### src/rtl/dm_arb_pkg.sv
// Shared types and defaults for the two-port data-memory arbiter.
package dm_arb_pkg;

  localparam int DEF_ADDR_W = 7;
  localparam int DEF_DATA_W = 32;

  typedef enum logic {
    ST_IDLE   = 1'b0,
    ST_ACCESS = 1'b1
  } state_t;

  typedef enum logic {
    PORT0 = 1'b0,
    PORT1 = 1'b1
  } port_t;

endpackage

### src/rtl/dm_arbiter_if.sv
// One requester's handshake bundle: request/command towards the arbiter, grant/read data back.
interface dm_arbiter_if
  import dm_arb_pkg::*;
#(
  parameter int ADDR_W = DEF_ADDR_W,
  parameter int DATA_W = DEF_DATA_W
);

  logic              req;
  logic              we;
  logic [ADDR_W-1:0] addr;
  logic [DATA_W-1:0] wdata;
  logic              gnt;
  logic              rvalid;
  logic [DATA_W-1:0] rdata;

  modport master (output req, we, addr, wdata, input gnt, rvalid, rdata);
  modport slave  (input req, we, addr, wdata, output gnt, rvalid, rdata);

endinterface

### src/rtl/dm_arbiter_rr_pick2.sv
// Combinational 2-way round-robin picker: a tie goes to the port that was not served last.
module rr_pick2
  import dm_arb_pkg::*;
(
  input  logic  req0,
  input  logic  req1,
  input  port_t last_owner,
  output logic  valid,
  output port_t owner
);

  always_comb begin
    valid = req0 | req1;
    owner = PORT0;
    if (req0 && req1) begin
      owner = (last_owner == PORT0) ? PORT1 : PORT0;
    end else if (req1) begin
      owner = PORT1;
    end
  end

endmodule

### src/rtl/dm_arbiter.sv
// Arbiter/sequencer for the single-port data memory: one access per two cycles,
// round-robin between the CPU port (port0) and the loader port (port1).
module dm_arbiter
  import dm_arb_pkg::*;
#(
  parameter int ADDR_W = DEF_ADDR_W,
  parameter int DATA_W = DEF_DATA_W
)(
  input  logic              clk,
  input  logic              reset,
  dm_arbiter_if.slave       port0,
  dm_arbiter_if.slave       port1,
  output logic [ADDR_W-1:0] mem_addr,
  output logic              mem_we,
  output logic [DATA_W-1:0] mem_din,
  input  logic [DATA_W-1:0] mem_dout
);

  state_t            state, state_nxt;
  port_t             last_owner, owner, pick_owner;
  logic              pick_vld;
  logic              take;
  logic              rd_done;
  logic              lat_we;
  logic [ADDR_W-1:0] lat_addr;
  logic [DATA_W-1:0] lat_wdata;
  logic              rvalid0_q, rvalid1_q;
  logic [DATA_W-1:0] rdata0_q, rdata1_q;

  rr_pick2 u_pick (
    .req0       (port0.req),
    .req1       (port1.req),
    .last_owner (last_owner),
    .valid      (pick_vld),
    .owner      (pick_owner)
  );

  assign take    = (state == ST_IDLE) && pick_vld;
  assign rd_done = (state == ST_ACCESS) && !lat_we;

  always_ff @(posedge clk) begin
    if (reset) begin
      state      <= ST_IDLE;
      last_owner <= PORT1;
      owner      <= PORT0;
      rvalid0_q  <= 1'b0;
      rvalid1_q  <= 1'b0;
    end else begin
      state     <= state_nxt;
      rvalid0_q <= rd_done && (owner == PORT0);
      rvalid1_q <= rd_done && (owner == PORT1);
      if (take) begin
        owner      <= pick_owner;
        last_owner <= pick_owner;
      end
    end
  end

  // Command latch: only the winner's request is captured, so the memory sees stable values.
  always_ff @(posedge clk) begin
    if (take) begin
      lat_we    <= (pick_owner == PORT1) ? port1.we    : port0.we;
      lat_addr  <= (pick_owner == PORT1) ? port1.addr  : port0.addr;
      lat_wdata <= (pick_owner == PORT1) ? port1.wdata : port0.wdata;
    end
  end

  always_ff @(posedge clk) begin
    if (reset) begin
      rdata0_q <= '0;
      rdata1_q <= '0;
    end else if (rd_done) begin
      if (owner == PORT0) rdata0_q <= mem_dout;
      else                rdata1_q <= mem_dout;
    end
  end

  // Reset gates the access cycle combinationally so a mid-access reset never writes.
  always_comb begin
    state_nxt = state;
    mem_addr  = lat_addr;
    mem_din   = lat_wdata;
    mem_we    = 1'b0;
    port0.gnt = 1'b0;
    port1.gnt = 1'b0;
    case (state)
      ST_IDLE: begin
        if (pick_vld) state_nxt = ST_ACCESS;
      end
      ST_ACCESS: begin
        state_nxt = ST_IDLE;
        mem_we    = lat_we && !reset;
        port0.gnt = (owner == PORT0) && !reset;
        port1.gnt = (owner == PORT1) && !reset;
      end
      default: state_nxt = ST_IDLE;
    endcase
  end

  assign port0.rvalid = rvalid0_q;
  assign port1.rvalid = rvalid1_q;
  assign port0.rdata  = rdata0_q;
  assign port1.rdata  = rdata1_q;

  // A requester that loses arbitration must keep its request up until served.
  a_hold0: assert property (@(posedge clk) disable iff (reset)
    (take && port0.req && pick_owner != PORT0) |=> port0.req);
  a_hold1: assert property (@(posedge clk) disable iff (reset)
    (take && port1.req && pick_owner != PORT1) |=> port1.req);

endmodule

### src/flat_wrapper.sv
// flat-port wrapper written by rule: the top's interface ports become plain ports
module dm_arbiter_flat import dm_arb_pkg::*;
#(
  parameter int ADDR_W = DEF_ADDR_W,
  parameter int DATA_W = DEF_DATA_W
)
  (clk, reset, mem_addr, mem_we, mem_din, mem_dout, port0_req, port0_we, port0_addr, port0_wdata, port0_gnt, port0_rvalid, port0_rdata, port1_req, port1_we, port1_addr, port1_wdata, port1_gnt, port1_rvalid, port1_rdata);
  dm_arbiter_if #(.ADDR_W(ADDR_W), .DATA_W(DATA_W)) port0_i ();
  dm_arbiter_if #(.ADDR_W(ADDR_W), .DATA_W(DATA_W)) port1_i ();
  input  logic clk;
  input  logic reset;
  output logic [ADDR_W-1:0] mem_addr;
  output logic mem_we;
  output logic [DATA_W-1:0] mem_din;
  input  logic [DATA_W-1:0] mem_dout;
  input wire logic [$bits(port0_i.req)-1:0] port0_req;
  input wire logic [$bits(port0_i.we)-1:0] port0_we;
  input wire logic [$bits(port0_i.addr)-1:0] port0_addr;
  input wire logic [$bits(port0_i.wdata)-1:0] port0_wdata;
  output wire logic [$bits(port0_i.gnt)-1:0] port0_gnt;
  output wire logic [$bits(port0_i.rvalid)-1:0] port0_rvalid;
  output wire logic [$bits(port0_i.rdata)-1:0] port0_rdata;
  input wire logic [$bits(port1_i.req)-1:0] port1_req;
  input wire logic [$bits(port1_i.we)-1:0] port1_we;
  input wire logic [$bits(port1_i.addr)-1:0] port1_addr;
  input wire logic [$bits(port1_i.wdata)-1:0] port1_wdata;
  output wire logic [$bits(port1_i.gnt)-1:0] port1_gnt;
  output wire logic [$bits(port1_i.rvalid)-1:0] port1_rvalid;
  output wire logic [$bits(port1_i.rdata)-1:0] port1_rdata;
  assign port0_i.req = port0_req;
  assign port0_i.we = port0_we;
  assign port0_i.addr = port0_addr;
  assign port0_i.wdata = port0_wdata;
  assign port0_gnt = port0_i.gnt;
  assign port0_rvalid = port0_i.rvalid;
  assign port0_rdata = port0_i.rdata;
  assign port1_i.req = port1_req;
  assign port1_i.we = port1_we;
  assign port1_i.addr = port1_addr;
  assign port1_i.wdata = port1_wdata;
  assign port1_gnt = port1_i.gnt;
  assign port1_rvalid = port1_i.rvalid;
  assign port1_rdata = port1_i.rdata;
  dm_arbiter #(.ADDR_W(ADDR_W), .DATA_W(DATA_W)) u_core (.clk(clk), .reset(reset), .port0(port0_i), .port1(port1_i), .mem_addr(mem_addr), .mem_we(mem_we), .mem_din(mem_din), .mem_dout(mem_dout));
endmodule
### config.mk
export PLATFORM = sky130hd
export DESIGN_NAME = dm_arbiter_flat
export DESIGN_NICKNAME = d
export VERILOG_FILES = /design/src/rtl/dm_arb_pkg.sv /design/src/rtl/dm_arbiter_if.sv /design/src/rtl/dm_arbiter_rr_pick2.sv /design/src/rtl/dm_arbiter.sv /design/src/flat_wrapper.sv
export SDC_FILE = /design/constraint.sdc
export NUM_CORES = 1
export LEC_CHECK = 0
export ABC_AREA = 1
export CAP_MARGIN = 20
export CORE_UTILIZATION = 30
export CTS_CLUSTER_DIAMETER = 30
export DETAILED_ROUTE_END_ITERATION = 16
export DONT_BUFFER_PORTS = 1
export PLACE_DENSITY_LB_ADDON = 0.25
export SLEW_MARGIN = 25
export SYNTH_ARGS = -nofsm -noshare
export SYNTH_HDL_FRONTEND = slang
export SYNTH_SLANG_ARGS = --single-unit
export TNS_END_PERCENT = 1
### constraint.sdc
create_clock -name clk -period 2.2 [get_ports clk]
set_input_delay 0.66 -clock clk [delete_from_list [all_inputs] [get_ports clk]]
set_output_delay 0.66 -clock clk [all_outputs]
set_load 0.01 [all_outputs]
==> results of run 1 <==
cells in the final DEF, fill, tap and decap left out:
cell type | synthesis | final
clkinvlp_2 | 0 | 1
nand3_1 | 44 | 42
nand3_2 | 0 | 2
inv_2 | 3 | 4
bufinv_16 | 0 | 2
clkinvlp_4 | 0 | 3
edfxtp_1 | 40 | 40
dfxtp_1 | 69 | 69
clkbuf_1 | 9 | 1
buf_4 | 5 | 9
nand2_1 | 230 | 230
nor2_1 | 119 | 119
inv_1 | 76 | 75
clkbuf_16 | 0 | 9
o21ai_0 | 2 | 2
through the flow:
step	power (uW)	std cells	instance area, sq um	hold slack, ns
finish	4460	792	5040	0.373
global route	4700	792	5040	0.353
CTS	4550	792	5040	0.350
detailed placement	2800	776	4730	0.456
global placement	2790	776	4730	0.451
floorplan	2720	615	4600	0.429
registers in the layout, summed over array words and instances (netlist names):
signal	count
u_core.state	1
u_core.port0.rdata	32
u_core.last_owner	1
u_core.mem_din	32
u_core.port1.rvalid	1
u_core.owner	1
u_core.port0.rvalid	1
u_core.lat_we	1
u_core.port1.rdata	32
u_core.mem_addr	7
kinds of logic after synthesis:
| kind of cell | Yosys count |
|---|---|
| compound gates | 2 |
| flops | 109 |
| buf+inv | 111 |
| simple gates | 393 |
final cells by class:
class	instances	share of cell area
multi-input combinational	395	0.307
clock buffer	10	0.0454
inverter	79	0.0588
tap	184	0.0456
timing repair buffer	9	0.0134
clock inverter	6	0.0174
sequential	109	0.512
path summary, 6_finish.rpt:
kind                     start             endpoint  slack, ns  cells past startpoint
max               u_core.state            port1_gnt       0.44                      3
min                      reset  u_core.port0.rvalid       0.37                      1
max reg2reg       u_core.state   u_core.mem_din[31]       0.67                      4
min reg2reg  u_core.last_owner    u_core.last_owner       0.47                      2
Yosys cell counts (all sizes together):
cell type / instances
nand2: 230
edfxtp: 40
buf: 23
nand3: 44
o21ai: 2
clkbuf: 9
inv: 79
nor2: 119
dfxtp: 69
report_power, final:
group	total, uW	switching, uW	leakage [uW]	internal [uW]
combinational	334	227	0.00147	107
clock	1720	720	0.000141	995
sequential	2410	153	0.000961	2260
per-layer routing:
metal	track usage	vias to the layer above	wire [um]
li1	-	1811	-
met1	0.142	1510	4060
met2	0.232	170	4880
met3	0.0680	20	1380
met4	0.0765	0	337
met5	0	-	0
==> out/results.tsv, run 1 <==
metric	value	unit
Synth Area in XOR/XNOR	0	
area of the multi-input gates	0.00155	sq mm
grt total ovfl	0	
DR iter-0 viols	187	
setup TNS	0	ns
Resized cells post-CTS	0	
initial antenna violation count	0	
worst path cell trace	nand2_1 > nor2_1 > buf_4	
# port buffers	0	
post-layout min period	1.76	ns
Simple-Gate Fraction of Synth Area	0.333	
DIE WIDTH	126	um
Final Max Tran Viols	0	
Die Y	126	um
area leader, netlist	dfxtp_1	
CTS clk-pin slew, worst paths	0.07	ns
post-synth net total	731	
Clock Latency Late Sink	0.35	ns
number of remaining DRC errors	0	
die area	0.0158	sq mm
yosys warns	0	
H-Tree Level Count	3	
CTS tree	built	
Max Root-Sink Buffers	2	
initial core utilization	0.312	
PwrDens	885	mW/mm^2
Setup-failing EPs final	0	
Top Family by Delay on Critical Path	flip-flops	
Critical Path End Type	output port	
hold_buf cts	0	
largest net degree at the start of global routing	66	
final core utilization	0.342	
sequential standard cell area	0.00258	sq mm
CP peak stage delay	0.40	ns
RSZ-0062 raised after global routing	false	
distinct cell type count of the synthesized netlist	12	
Final ANT Viol Nets	0	
largest family of logic cells by synthesized area	simple AND/OR/NAND/NOR gates	
Slowest-stage cell, CP	dfxtp_1	
CTS Buf Count	9	
Vias/cell	4.43	
Max Cap Viol	0	
Worst Path Max Fanout	4	
final worst slack	0.435	ns
Clock Skew	0.00841	ns
Mapped Cells	615	
period utilisation layout	0.802	
Cell Area, Synth	0.00460	sq mm
status	completed	
WP buf/inv	1	
area grow syn2layout	9.66	%
total number of vias	3511	
clock root cell	clkbuf_16	
synth top area cells	dfxtp_1, edfxtp_1, nand2_1, nor2_1, inv_1	
core box area	0.0148	sq mm
Final Hold Viols	0	
drt total wl	10.7	mm
Initial DRT Pass Iterations	4	
maximum clock rate	567	MHz
Worst Tran Pin Value	0.663	ns
Startpoint Class	flip-flop	
share of the synthesized area in the top cell type	0.300	
post-synthesis adder-cell area fraction	0	
first-pass GRT wire length	17.0	mm
P_leak	0.00257	uW
VDD IR max	0.400	mV
vias in the first global route	3385	
nets@finish	719	
hold crit path type	in -> reg	
CP Class	reg -> out	
Total GRT Usage	0.139	
Sink Count	109	
Post-DP HPWL	7.70	mm
routability cong.	0.775	
row count	44	
worst relative slew slack	0.558	
flops & latches, synth	109	
I/O pin cnt	224	
routed length per instance	13.5	um
layout cells sized above 1	0.0493	
Post-CTS Setup Bufs	0	
Compound-Gate Fraction of Synth Area	0.00218	
DP Worst Slack	0.449	ns
Mean Syn Cell Area	7.48	sq um
mux share of post-synthesis cell area	0	
Worst EP arrival	1.10	ns
sequential fraction of the synthesis area	0.561	
# diodes	0	
number of fill cells	1527	
WP data required	1.54	ns
Power figures use the tool's default switching activity.
==> run 2: changes to the inputs <==
==> constraint.sdc (replaced) <==
create_clock -name clk -period 1.6 [get_ports clk]
set_input_delay 0.48 -clock clk [delete_from_list [all_inputs] [get_ports clk]]
set_output_delay 0.48 -clock clk [all_outputs]
set_load 0.01 [all_outputs]
==> run 2 against run 1 <==
Critical path depth stayed put. Power is 38% higher. Worst setup slack worse by 0.39 ns. Die area stayed put. Critical path type unchanged. Sequential share of layout area is 0.62 points lower. Via count is 0.83% higher.
==> out/results.tsv, run 2 (synthesis results as in run 1) <==
metric	value	unit	change
# diodes	0		unchanged
Final ANT Viol Nets	0		unchanged
total power	6160	uW	+38%
met3 Use GR	0.0731		+0.00510
DIE WIDTH	126	um	unchanged
CTS Buf Count	9		unchanged
Final Max Tran Viols	0		unchanged
Area after DPL	0.00480	sq mm	+1.6%
core box area	0.0148	sq mm	unchanged
clock root cell	clkbuf_16		
nets@finish	722		+0.42%
WP data required	1.12	ns	-0.42 ns
P_leak	0.00260	uW	+1.2%
Max Cap Viol	0		unchanged
number of remaining DRC errors	0		unchanged
Worst EP arrival	1.07	ns	-0.03 ns
GR Layer Usage met1	0.158		+0.0164
Critical Path End Type	output port		
Final Hold Viols	0		unchanged
fin area	0.00511	sq mm	+1.4%
H-Tree Level Count	3		unchanged
Post-DP HPWL	7.93	mm	+2.9%
initial core utilization	0.312		unchanged
Clock Skew	0.00618	ns	-0.00223 ns
area grow syn2layout	11.2	%	
hold_buf cts	0		unchanged
row count	44		unchanged
I/O pin cnt	224		unchanged
layout cells sized above 1	0.0556		+0.00630
Max Root-Sink Buffers	2		unchanged
VDD IR max	0.570	mV	+42%
Die Y	126	um	unchanged
Setup-failing EPs final	0		unchanged
vias in the first global route	3388		+0.089%
FF-to-FF setup slack	0.36	ns	-0.31 ns
hold crit path type	in -> reg		
largest net degree at the start of global routing	66		unchanged
period utilisation layout	0.971		
die area	0.0158	sq mm	unchanged
DR iter-0 viols	228		+22%
Post-CTS Setup Bufs	0		unchanged
DP Worst Slack	0.250	ns	-0.199 ns
final worst slack	0.0460	ns	-0.389 ns
total number of vias	3540		+0.83%
met2 Use GR	0.233		+0.000327
Clock Latency Late Sink	0.35	ns	about the same
busiest grt layer	met2		
drt total wl	11.2	mm	+5.4%
worst r2r dst	u_core.mem_din[27]		
Initial DRT Pass Iterations	4		unchanged
Worst Path Max Fanout	3		-1
worst flop-to-flop path startpoint	u_core.state		
PwrDens	1200	mW/mm^2	+36%
Total GRT Usage	0.144		+0.00544
hold depth	1		unchanged
Sink Count	109		unchanged
RSZ-0062 raised after global routing	true		
status	completed		
maximum clock rate	643	MHz	
worst reg-to-reg path cell count	4		unchanged
Startpoint Class	flip-flop		
# port buffers	0		unchanged
worst relative slew slack	0.736		+0.178
Worst Tran Pin Value	0.396	ns	-0.267 ns
CTS clk-pin slew, worst paths	0.07	ns	about the same
initial antenna violation count	0		unchanged
commonest cells after routing, fill and taps aside	nand2_1, nor2_1, inv_1		
sequential standard cell area	0.00259	sq mm	+0.19%
first-pass GRT wire length	17.4	mm	+2.5%
CTS tree	built		
CP Class	reg -> out		
area of the multi-input gates	0.00156	sq mm	+0.73%
most common cell after layout, fill and taps aside	nand2_1		
Vias/cell	4.45		+0.45%
post-layout min period	1.55	ns	
number of fill cells	1543		+1.0%
routed length per instance	14.1	um	+5.0%
Hold Startpoint	reset		
grt total ovfl	0		unchanged
worst hold endpoint	u_core.state		
routability cong.	0.792		+2.1%
Resized cells post-CTS	1		+1
run 2: changes by cell type in the layout (fill, tap and decap cells not counted), sizes merged:
cell,delta
clkinvlp,-2
clkinv,+2
inv,-1
clkbuf,+1
buf,+3
run 2: metal layers:
metal / part of all wire / vias to the layer above / routed length (um)
li1: - / 1814 / -
met1: 0.40 / 1538 / 4540
met2: 0.45 / 175 / 5080
met3: 0.12 / 13 / 1390
met4: 0.020 / 0 / 227
met5: 0 / - / 0
run 2: final cells by class:
type | instances | area share
tap | 184 | 0.0450
clock inverter | 5 | 0.0147
multi-input combinational | 395 | 0.305
sequential | 109 | 0.506
inverter | 79 | 0.0587
timing repair buffer | 12 | 0.0250
clock buffer | 11 | 0.0455
run 2: worst max-delay path, stage by stage, from the launching register on:
cell and delay [ns]:
edfxtp_1 0.42, inv_2 0.12, nor2_1 0.06, buf_4 0.14
run 2: worst max path at each step:
stage	start	end	slack, ns	depth (start not counted)
global route	u_core.lat_we	mem_we	-0.02	3
global placement	reset	mem_we	0.26	4
CTS	u_core.owner	port1_gnt	0.007	3
finish	u_core.lat_we	mem_we	0.05	3
detailed placement	reset	port0_gnt	0.25	4
floorplan	port1_req	u_core.lat_we	-0.13	3
run 2: metrics by stage:
step           setup TNS [ns]  cells  hold slack, ns   util
6_report                    0    795           0.192  0.347
2_1_floorplan           -5.33    615           0.429      -
3_3_place_gp                0    779           0.465  0.325
3_5_place_dp                0    779           0.464  0.325
4_1_cts                     0    795           0.172  0.346
5_1_grt               -0.0180    795           0.166  0.347
run 2: power by group:
group,leakage (uW),switching [uW],internal (uW)
Combinational,0.00149,322,168
Clock,0.000145,983,1360
Sequential,0.000962,214,3110
